## src/rtl/mips_ctrl_pkg.sv

```systemverilog
// rtl/mips_ctrl_pkg.sv - shared states, opcodes and control encodings for the multicycle MIPS controller (MIPS_CTRL_ILLEGAL_TRAP_EN adds TRAP)
package mips_ctrl_pkg;

    typedef enum logic [3:0] {
        S_FETCH,
        S_DECODE,
        S_MEMADR,
        S_MEMRD,
        S_MEMWB,
        S_MEMWR,
        S_EXECUTE,
        S_ALUWB,
        S_BRANCH,
        S_ADDIEX,
        S_ADDIWB,
        S_JUMP
`ifdef MIPS_CTRL_ILLEGAL_TRAP_EN
        ,S_TRAP
`endif
    } state_t;

    localparam logic [5:0] OP_LW    = 6'b100011;
    localparam logic [5:0] OP_SW    = 6'b101011;
    localparam logic [5:0] OP_RTYPE = 6'b000000;
    localparam logic [5:0] OP_BEQ   = 6'b000100;
    localparam logic [5:0] OP_ADDI  = 6'b001000;
    localparam logic [5:0] OP_J     = 6'b000010;

    localparam logic [5:0] FN_ADD = 6'b100000;
    localparam logic [5:0] FN_SUB = 6'b100010;
    localparam logic [5:0] FN_AND = 6'b100100;
    localparam logic [5:0] FN_OR  = 6'b100101;
    localparam logic [5:0] FN_SLT = 6'b101010;

    localparam logic [2:0] ALU_ADD = 3'b010;
    localparam logic [2:0] ALU_SUB = 3'b110;
    localparam logic [2:0] ALU_AND = 3'b000;
    localparam logic [2:0] ALU_OR  = 3'b001;
    localparam logic [2:0] ALU_SLT = 3'b111;

    localparam logic [1:0] ALUOP_ADD   = 2'b00;
    localparam logic [1:0] ALUOP_SUB   = 2'b01;
    localparam logic [1:0] ALUOP_FUNCT = 2'b10;

    localparam logic [1:0] SRCB_RT     = 2'b00;
    localparam logic [1:0] SRCB_FOUR   = 2'b01;
    localparam logic [1:0] SRCB_IMM    = 2'b10;
    localparam logic [1:0] SRCB_IMM_SH = 2'b11;

    localparam logic [1:0] PCSRC_ALU    = 2'b00;
    localparam logic [1:0] PCSRC_ALUOUT = 2'b01;
    localparam logic [1:0] PCSRC_JUMP   = 2'b10;

endpackage

```

## src/rtl/mips_multicycle_ctrl_alu_decoder.sv

```systemverilog
// rtl/mips_multicycle_ctrl_alu_decoder.sv - combinational aluop/funct to alu_control decoder
module alu_decoder
    import mips_ctrl_pkg::*;
(
    input  logic [1:0] aluop,
    input  logic [5:0] funct,
    output logic [2:0] alu_control,
    output logic       funct_valid
);

    logic [2:0] funct_ctrl;

    // funct_valid ignores aluop so DECODE can screen R-type instructions early
    always_comb begin
        funct_ctrl  = ALU_ADD;
        funct_valid = 1'b1;
        case (funct)
            FN_ADD:  funct_ctrl = ALU_ADD;
            FN_SUB:  funct_ctrl = ALU_SUB;
            FN_AND:  funct_ctrl = ALU_AND;
            FN_OR:   funct_ctrl = ALU_OR;
            FN_SLT:  funct_ctrl = ALU_SLT;
            default: funct_valid = 1'b0;
        endcase
    end

    always_comb begin
        alu_control = ALU_ADD;
        case (aluop)
            ALUOP_SUB:   alu_control = ALU_SUB;
            ALUOP_FUNCT: alu_control = funct_ctrl;
            default:     alu_control = ALU_ADD;
        endcase
    end

endmodule

```

## src/rtl/mips_multicycle_ctrl.sv

```systemverilog
// rtl/mips_multicycle_ctrl.sv - multicycle MIPS control FSM (MIPS_CTRL_ILLEGAL_TRAP_EN enables TRAP on illegal instructions)
module mips_multicycle_ctrl
    import mips_ctrl_pkg::*;
#(
    parameter int MEM_WAIT = 0
)
(
    input  logic       clk,
    input  logic       reset,
    input  logic [5:0] op,
    input  logic [5:0] funct,
    input  logic       zero,
    output logic       pc_en,
    output logic       iord,
    output logic       mem_write,
    output logic       ir_write,
    output logic       reg_dst,
    output logic       mem_to_reg,
    output logic       reg_write,
    output logic       alu_src_a,
    output logic [1:0] alu_src_b,
    output logic [1:0] pc_src,
    output logic [2:0] alu_control,
    output logic       illegal_op
);

    localparam logic [3:0] WAIT_LAST = 4'(MEM_WAIT);

    state_t     state, state_nxt, illegal_target;
    logic [3:0] wcnt, wcnt_nxt;
    logic       mem_done;
    logic [1:0] aluop;
    logic       funct_valid;
    logic       pc_write, branch;
    logic       ir_write_s, mem_write_s, reg_write_s;

    assign mem_done = (wcnt == WAIT_LAST);

`ifdef MIPS_CTRL_ILLEGAL_TRAP_EN
    assign illegal_target = S_TRAP;
    assign illegal_op     = ~reset & (state == S_TRAP);
`else
    assign illegal_target = S_FETCH;
    assign illegal_op     = 1'b0;
`endif

    alu_decoder u_alu_decoder (
        .aluop       (aluop),
        .funct       (funct),
        .alu_control (alu_control),
        .funct_valid (funct_valid)
    );

    always_ff @(posedge clk) begin
        if (reset) begin
            state <= S_FETCH;
            wcnt  <= '0;
        end else begin
            state <= state_nxt;
            wcnt  <= wcnt_nxt;
        end
    end

    always_comb begin
        state_nxt   = state;
        wcnt_nxt    = '0;
        iord        = 1'b0;
        reg_dst     = 1'b0;
        mem_to_reg  = 1'b0;
        alu_src_a   = 1'b0;
        alu_src_b   = SRCB_RT;
        pc_src      = PCSRC_ALU;
        aluop       = ALUOP_ADD;
        pc_write    = 1'b0;
        branch      = 1'b0;
        ir_write_s  = 1'b0;
        mem_write_s = 1'b0;
        reg_write_s = 1'b0;
        case (state)
            S_FETCH: begin
                alu_src_b  = SRCB_FOUR;
                ir_write_s = mem_done;
                pc_write   = mem_done;
                if (mem_done) state_nxt = S_DECODE;
                else          wcnt_nxt  = wcnt + 4'd1;
            end
            S_DECODE: begin
                alu_src_b = SRCB_IMM_SH;
                case (op)
                    OP_LW, OP_SW: state_nxt = S_MEMADR;
                    OP_RTYPE:     state_nxt = funct_valid ? S_EXECUTE : illegal_target;
                    OP_BEQ:       state_nxt = S_BRANCH;
                    OP_ADDI:      state_nxt = S_ADDIEX;
                    OP_J:         state_nxt = S_JUMP;
                    default:      state_nxt = illegal_target;
                endcase
            end
            S_MEMADR: begin
                alu_src_a = 1'b1;
                alu_src_b = SRCB_IMM;
                state_nxt = (op == OP_LW) ? S_MEMRD : S_MEMWR;
            end
            S_MEMRD: begin
                iord = 1'b1;
                if (mem_done) state_nxt = S_MEMWB;
                else          wcnt_nxt  = wcnt + 4'd1;
            end
            S_MEMWB: begin
                mem_to_reg  = 1'b1;
                reg_write_s = 1'b1;
                state_nxt   = S_FETCH;
            end
            S_MEMWR: begin
                // single strobe on the last wait cycle, once the address has settled
                iord        = 1'b1;
                mem_write_s = mem_done;
                if (mem_done) state_nxt = S_FETCH;
                else          wcnt_nxt  = wcnt + 4'd1;
            end
            S_EXECUTE: begin
                alu_src_a = 1'b1;
                aluop     = ALUOP_FUNCT;
                state_nxt = S_ALUWB;
            end
            S_ALUWB: begin
                reg_dst     = 1'b1;
                reg_write_s = 1'b1;
                state_nxt   = S_FETCH;
            end
            S_BRANCH: begin
                alu_src_a = 1'b1;
                aluop     = ALUOP_SUB;
                pc_src    = PCSRC_ALUOUT;
                branch    = 1'b1;
                state_nxt = S_FETCH;
            end
            S_ADDIEX: begin
                alu_src_a = 1'b1;
                alu_src_b = SRCB_IMM;
                state_nxt = S_ADDIWB;
            end
            S_ADDIWB: begin
                reg_write_s = 1'b1;
                state_nxt   = S_FETCH;
            end
            S_JUMP: begin
                pc_src    = PCSRC_JUMP;
                pc_write  = 1'b1;
                state_nxt = S_FETCH;
            end
`ifdef MIPS_CTRL_ILLEGAL_TRAP_EN
            S_TRAP: state_nxt = S_TRAP;
`endif
            default: state_nxt = S_FETCH;
        endcase
    end

    // write enables are squashed while reset is high so an abandoned instruction leaves no trace
    assign pc_en     = ~reset & (pc_write | (branch & zero));
    assign ir_write  = ~reset & ir_write_s;
    assign mem_write = ~reset & mem_write_s;
    assign reg_write = ~reset & reg_write_s;

endmodule

```

## config.mk

```make
export PLATFORM = sky130hd
export DESIGN_NAME = mips_multicycle_ctrl
export DESIGN_NICKNAME = d
export VERILOG_FILES = /design/src/rtl/mips_ctrl_pkg.sv /design/src/rtl/mips_multicycle_ctrl_alu_decoder.sv /design/src/rtl/mips_multicycle_ctrl.sv
export SDC_FILE = /design/constraint.sdc
export NUM_CORES = 1
export LEC_CHECK = 0
export ABC_AREA = 1
export CORE_MARGIN = 2
export CORE_UTILIZATION = 43
export DETAILED_ROUTE_END_ITERATION = 12
export GPL_ROUTABILITY_DRIVEN = 0
export PLACE_DENSITY = 0.89
export REMOVE_ABC_BUFFERS = 1
export SETUP_SLACK_MARGIN = 0.5
export SLEW_MARGIN = 20
export SYNTH_ARGS = -nofsm -noshare
export SYNTH_HDL_FRONTEND = slang
export SYNTH_SLANG_ARGS = --single-unit
```

## constraint.sdc

```tcl
create_clock -name clk -period 1.9 [get_ports clk]
set_input_delay 0.38 -clock clk [delete_from_list [all_inputs] [get_ports clk]]
set_output_delay 0.38 -clock clk [all_outputs]
set_load 0.005 [all_outputs]
```

==> impl_metrics.yaml, run 1 <==
logic_synthesis:
  synth_cell_type_count: 24
  count_of_flip_flops_with_a_built_in_enable_after_synthesis: 0
  area_share_of_the_largest_cell_type_after_synthesis_pct: 19.9
  ys_seq_elements: 8
  synth_async_sr_flop_share_pct: 0
  synth.avg_cell_area_um2: 5.58
  synth_seq_area_share_pct: 19.9
  synth_top_flop_cell: "sky130_fd_sc_hd__dfxtp_1"
  ys_top_cells_by_area: "sky130_fd_sc_hd__dfxtp_1, sky130_fd_sc_hd__nand2_1, sky130_fd_sc_hd__nor2_1"
  synth-warning-count: 0
  netlist_area_um2: 803
  netlist_instances: 144
  top_cell_type_by_total_area_after_synthesis: "sky130_fd_sc_hd__dfxtp_1"
floorplan:
  chipHeight_um: 47.2
  num_rows: 15
  floorplan.die.width_um: 47.2
  effective_utilization_at_floorplan_pct: 46.0
  design.portCount: 31
outcome:
  run.stop_error: "[ERROR DPL-0038] Utilization greater than 100%, impossible to legalize"
  outcome: "aborted with a tool error"
  last-stage-reached: "5_1_grt"
clocking:
  ctsHoldBuffers: 0
  cts_buffer_depth: 2
  clock_sink_count: 8
  clock_h_tree_levels: 1
  root_buffer: "sky130_fd_sc_hd__clkbuf_4"
  tritoncts_buffers: 3
sta:
  timing.repair.worst_endpoint_type: "primary output"
  gr_repair_worst_ep: "alu_control[1]"
place:
  dp_worst_setup_slack_ns: -0.452
  detailedPlacementHpwl_um: 1970
  numPortBuffers: 29
global_routing:
  maximum_number_of_pins_on_one_net_before_global_route_repair: 7
==> through the flow <==
step,cell area (um^2),util [%],setup TNS [ns],cells
after floorplan,785,-,0,142
after global placement,1290,74.1,-1.32,221
after detailed placement,1290,74.1,-1.64,221
after CTS,1630,93.5,-0.618,246
==> repair_timing <==
item / CTS
gates resized for setup: 131
buffers inserted: 22
setup endpoints to repair: 19
pin swaps: 18
gates cloned: 0
==> Yosys cell counts (all sizes together) (2+ instances only) <==
| cell type | number |
|---|---|
| nor2 | 38 |
| nand2 | 36 |
| inv | 23 |
| nand3 | 11 |
| dfxtp | 8 |
| nor3 | 5 |
| ha | 4 |
| a21oi | 3 |
| o21ai | 3 |
| a21boi | 2 |
| buf | 2 |
| nand4 | 2 |
| o22ai | 2 |
==> cells by family after synthesis <==
group | after synthesis | synth area share [%]
adder cells (fa/ha/maj) | 4 | 6.23
flip-flops | 8 | 19.9
other | 1 | 0.467
AND/OR/NAND/NOR | 93 | 49.7
XOR/XNOR | 2 | 2.18
buffers and inverters | 25 | 13.1
AO/OA/AOI/OAI | 11 | 8.41
==> run 2, diff against run 1 <==
--- a/config.mk
+++ b/config.mk
@@ -6,13 +6,12 @@
 export NUM_CORES = 1
 export LEC_CHECK = 0
 export ABC_AREA = 1
-export CORE_MARGIN = 2
-export CORE_UTILIZATION = 43
+export CORE_AREA = 2 2 63 65
 export DETAILED_ROUTE_END_ITERATION = 12
+export DIE_AREA = 0 0 65 67
 export GPL_ROUTABILITY_DRIVEN = 0
-export PLACE_DENSITY = 0.89
+export PLACE_DENSITY_LB_ADDON = 0.15
 export REMOVE_ABC_BUFFERS = 1
-export SETUP_SLACK_MARGIN = 0.5
 export SLEW_MARGIN = 20
 export SYNTH_ARGS = -nofsm -noshare
 export SYNTH_HDL_FRONTEND = slang
==> run 2 against run 1 <==
The flow now finishes, with violations (negative setup slack). Synthesized cell count did not move. Area after synthesis unchanged.
==> impl_metrics.yaml, run 2 <==
sta:
  final_setup_viols: 1
  report.final.slew_viol_count: 0
  post-route-min-period_ns: 1.91
  fin_worst_skew_ns: 0.00293
  final_critical_path_setup_slack_ns: -0.0126
  rsz0062_at_grt: "yes"
  finalHoldViolations: 0
  part_of_the_cycle_the_worst_path_needs_pct: 101
  maxClockFrequency_mhz: 523
clocking:
  ctsHoldBuffers: 0
  clkLatencyLatePin_ns: 0.22
  clock_sink_count: 8
  root_buffer: "sky130_fd_sc_hd__clkbuf_8"
  path_clk_slew_ns: 0.04
  clock_h_tree_levels: 1
  cts_buffer_depth: 2
  tritoncts_buffers: 3
  tritoncts_clock_tree: "built"
finish:
  largestRegisters: "state: 4 flops, wcnt: 4 flops"
  final_layout_size_suffix_gt1_share_pct: 34.6
  mostFrequentLayoutCell: "sky130_fd_sc_hd__nand2_1"
  antenna-diode-count: 0
  most_used_cells_in_the_layout_excluding_fill_and_tap_cells: "sky130_fd_sc_hd__nand2_1, sky130_fd_sc_hd__buf_4, sky130_fd_sc_hd__nor2_1, sky130_fd_sc_hd__inv_1, sky130_fd_sc_hd__clkdlybuf4s50_1"
  areaGrowthSynthToFinish_pct: 89.4
  filler_cell_count: 398
  multi_input_area_um2: 624
  final_design_area_no_fill_um2: 1520
  design.final.nets: 229
  total_area_of_sequential_cells_um2: 168
setup_path:
  cp_slowest_cell: "sky130_fd_sc_hd__dfxtp_2"
  worstSetupPathType: "reg -> out"
  timing.critical_path.fanout_max: 2
  path_buf_inv: 4
  crit_required_ns: 1.52
  reg2reg_setup_slack_ns: 0.36
  endpoint_kind: "output port"
  critical-path-max-stage-delay_ns: 0.32
  worst-r2r-cell-count: 11
  data_arrival_time_at_the_worst_slack_endpoint_ns: 1.53
  worst-path-stages: 10
  ordered_list_of_cells_on_the_worst_path: "buf_6 > inv_4 > nand2_4 > nor2_4 > inv_2 > ha_4 > a41o_1 > nor2_1 > nand2_1 > clkbuf_2"
  crit_path_start_kind: "flip-flop"
  critPathTopFamily: "buffers and inverters"
global_routing:
  gr_usage_total_pct: 12.4
  maximum_number_of_pins_on_one_net_before_global_route_repair: 7
  grt.overflow.total: 0
  antenna_found_initial: 0
  grt_first_pass_wirelength_um: 4330
  number_of_global_route_vias_before_repair: 1020
routing:
  wl_met3_um: 103
  drt-total-wl_um: 2530
  drt-met1-wl_um: 1180
  num_vias: 1077
  highest-signal-layer: "met3"
  detail_route.first_pass.iterations: 4
  route.detailed.drc: 0
  via_per_inst: 4.21
  antenna_left: 0
  detail_route.iter0.violations: 56
  route.detailed.wl_per_inst_um: 9.89
  wl_met2_um: 1250
run:
  maxCapViolations: 0
place:
  dp_worst_setup_slack_ns: -0.408
  numPortBuffers: 29
  detailedPlacementHpwl_um: 2020
  placed_cell_area_um2: 1330
worst_hold_path:
  hold_depth: 1
  min-delay-path-class: "reg -> reg"
floorplan:
  core_region_area_um2: 3610
  effective_utilization_at_floorplan_pct: 22.3
  design.die.area_um2: 4360
  design.portCount: 31
  chipHeight_um: 67
  num_rows: 22
  floorplan.die.width_um: 65
logic_synthesis:
  synth_async_sr_flop_share_pct: 0
  synth_top_cells_by_count: "sky130_fd_sc_hd__nand2_1, sky130_fd_sc_hd__nor2_1, sky130_fd_sc_hd__inv_1, sky130_fd_sc_hd__nand3_1, sky130_fd_sc_hd__dfxtp_1"
  synth_seq_area_share_pct: 19.9
  count_of_flip_flops_with_a_built_in_enable_after_synthesis: 0
  netlist_area_um2: 803
  top_cell_type_by_total_area_after_synthesis: "sky130_fd_sc_hd__dfxtp_1"
  synth_cell_type_count: 24
  synth.avg_cell_area_um2: 5.58
  synth_top_flop_cell: "sky130_fd_sc_hd__dfxtp_1"
  synth.most_common_cell: "sky130_fd_sc_hd__nand2_1"
  ys_top_cells_by_area: "sky130_fd_sc_hd__dfxtp_1, sky130_fd_sc_hd__nand2_1, sky130_fd_sc_hd__nor2_1"
  ys_seq_elements: 8
  area_share_of_the_largest_cell_type_after_synthesis_pct: 19.9
  synth-warning-count: 0
  netlist_instances: 144
outcome:
  failed_checks: "negative setup slack"
  outcome: "finished, violations left"
power_and_ir_drop:
  comb_power_share_pct: 28.8
  seq_power_share_pct: 33.7
  power_frac_clock_pct: 37.5
  powerDensity_nw_per_um2: 339
  sw_frac_of_total_pct: 24.8
  total_leakage_power_nw: 0.799
  irDropWorstVdd_mv: 0.640
  internal_power_w: 0.000388
  net-switching-power_w: 0.000128
run 2: cell counts after synthesis:
No cell type changed its count.
run 2: path summary, 6_finish.rpt:
kind / from / to
max: state[0]$_SDFFE_PP0P_ / alu_control[1]
min: wcnt[0]$_SDFF_PP0_ / wcnt[0]$_SDFF_PP0_
max reg2reg: state[1]$_SDFFE_PP0P_ / state[2]$_SDFFE_PP0P_
min reg2reg: wcnt[0]$_SDFF_PP0_ / wcnt[0]$_SDFF_PP0_
run 2: what timing repair did:
| action | CTS | global route |
|---|---|---|
| setup endpoints to repair | 14 | 10 |
| gates resized for setup | 56 | 15 |
| buffers inserted | 7 | 1 |
| pin swaps | 10 | 4 |
run 2: stage by stage:
stage | std cells | hold slack [ns] | setup TNS (ns) | util [%] | total power [W]
after floorplan | 142 | 0.430 | 0 | - | 0.000225
after global placement | 245 | 0.447 | -1.62 | 36.9 | 0.000312
after detailed placement | 245 | 0.458 | -1.59 | 36.9 | 0.000312
after CTS | 255 | 0.467 | -0.278 | 41.6 | 0.000520
after global routing | 256 | 0.507 | -0.295 | 42.2 | 0.000551
final | 256 | 0.461 | -0.0126 | 42.2 | 0.000516
run 2: cell families after synthesis:
family                     count (synthesis)  share of synthesized area (%)
xor gates and xnor gates                   2                           2.18
other                                      1                          0.467
AOI/OAI and AO/OA                         11                           8.41
adders and majority gates                  4                           6.23
buffers and inverters                     25                           13.1
and+or+nand+nor                           93                           49.7
DFF                                        8                           19.9
run 2: area by class of cell:
class                      instances  share of cell area (%)
multi-input combinational        111                    41.0
tap                               48                    3.95
inverter                          23                    5.84
timing repair buffer              63                    35.4
clock buffer                       3                    2.71
sequential                         8                    11.0
run 2: layer usage:
metal,vias to the layer above,track usage [%]
met5,-,0
met4,0,1.60
met3,0,3.04
met2,18,22.3
met1,484,15.2
li1,575,-
run 2: power by group through the flow:
stage	Combinational, W	Clock, W	Sequential [W]
after floorplan	0.0000472	0	0.000178
after global placement	0.000135	0	0.000176
after detailed placement	0.000136	0	0.000176
after CTS	0.000147	0.000199	0.000174
after global routing	0.000165	0.000212	0.000174
final	0.000149	0.000193	0.000174
No activity file was read; power rests on OpenSTA's default activity.
==> run 3, diff against run 2 <==
--- a/config.mk
+++ b/config.mk
@@ -12,7 +12,7 @@
 export GPL_ROUTABILITY_DRIVEN = 0
 export PLACE_DENSITY_LB_ADDON = 0.15
 export REMOVE_ABC_BUFFERS = 1
-export SLEW_MARGIN = 20
+export SLEW_MARGIN = 5
 export SYNTH_ARGS = -nofsm -noshare
 export SYNTH_HDL_FRONTEND = slang
 export SYNTH_SLANG_ARGS = --single-unit
==> results of run 3 <==
Final layout, timing and power as in run 2 (identical DEF).
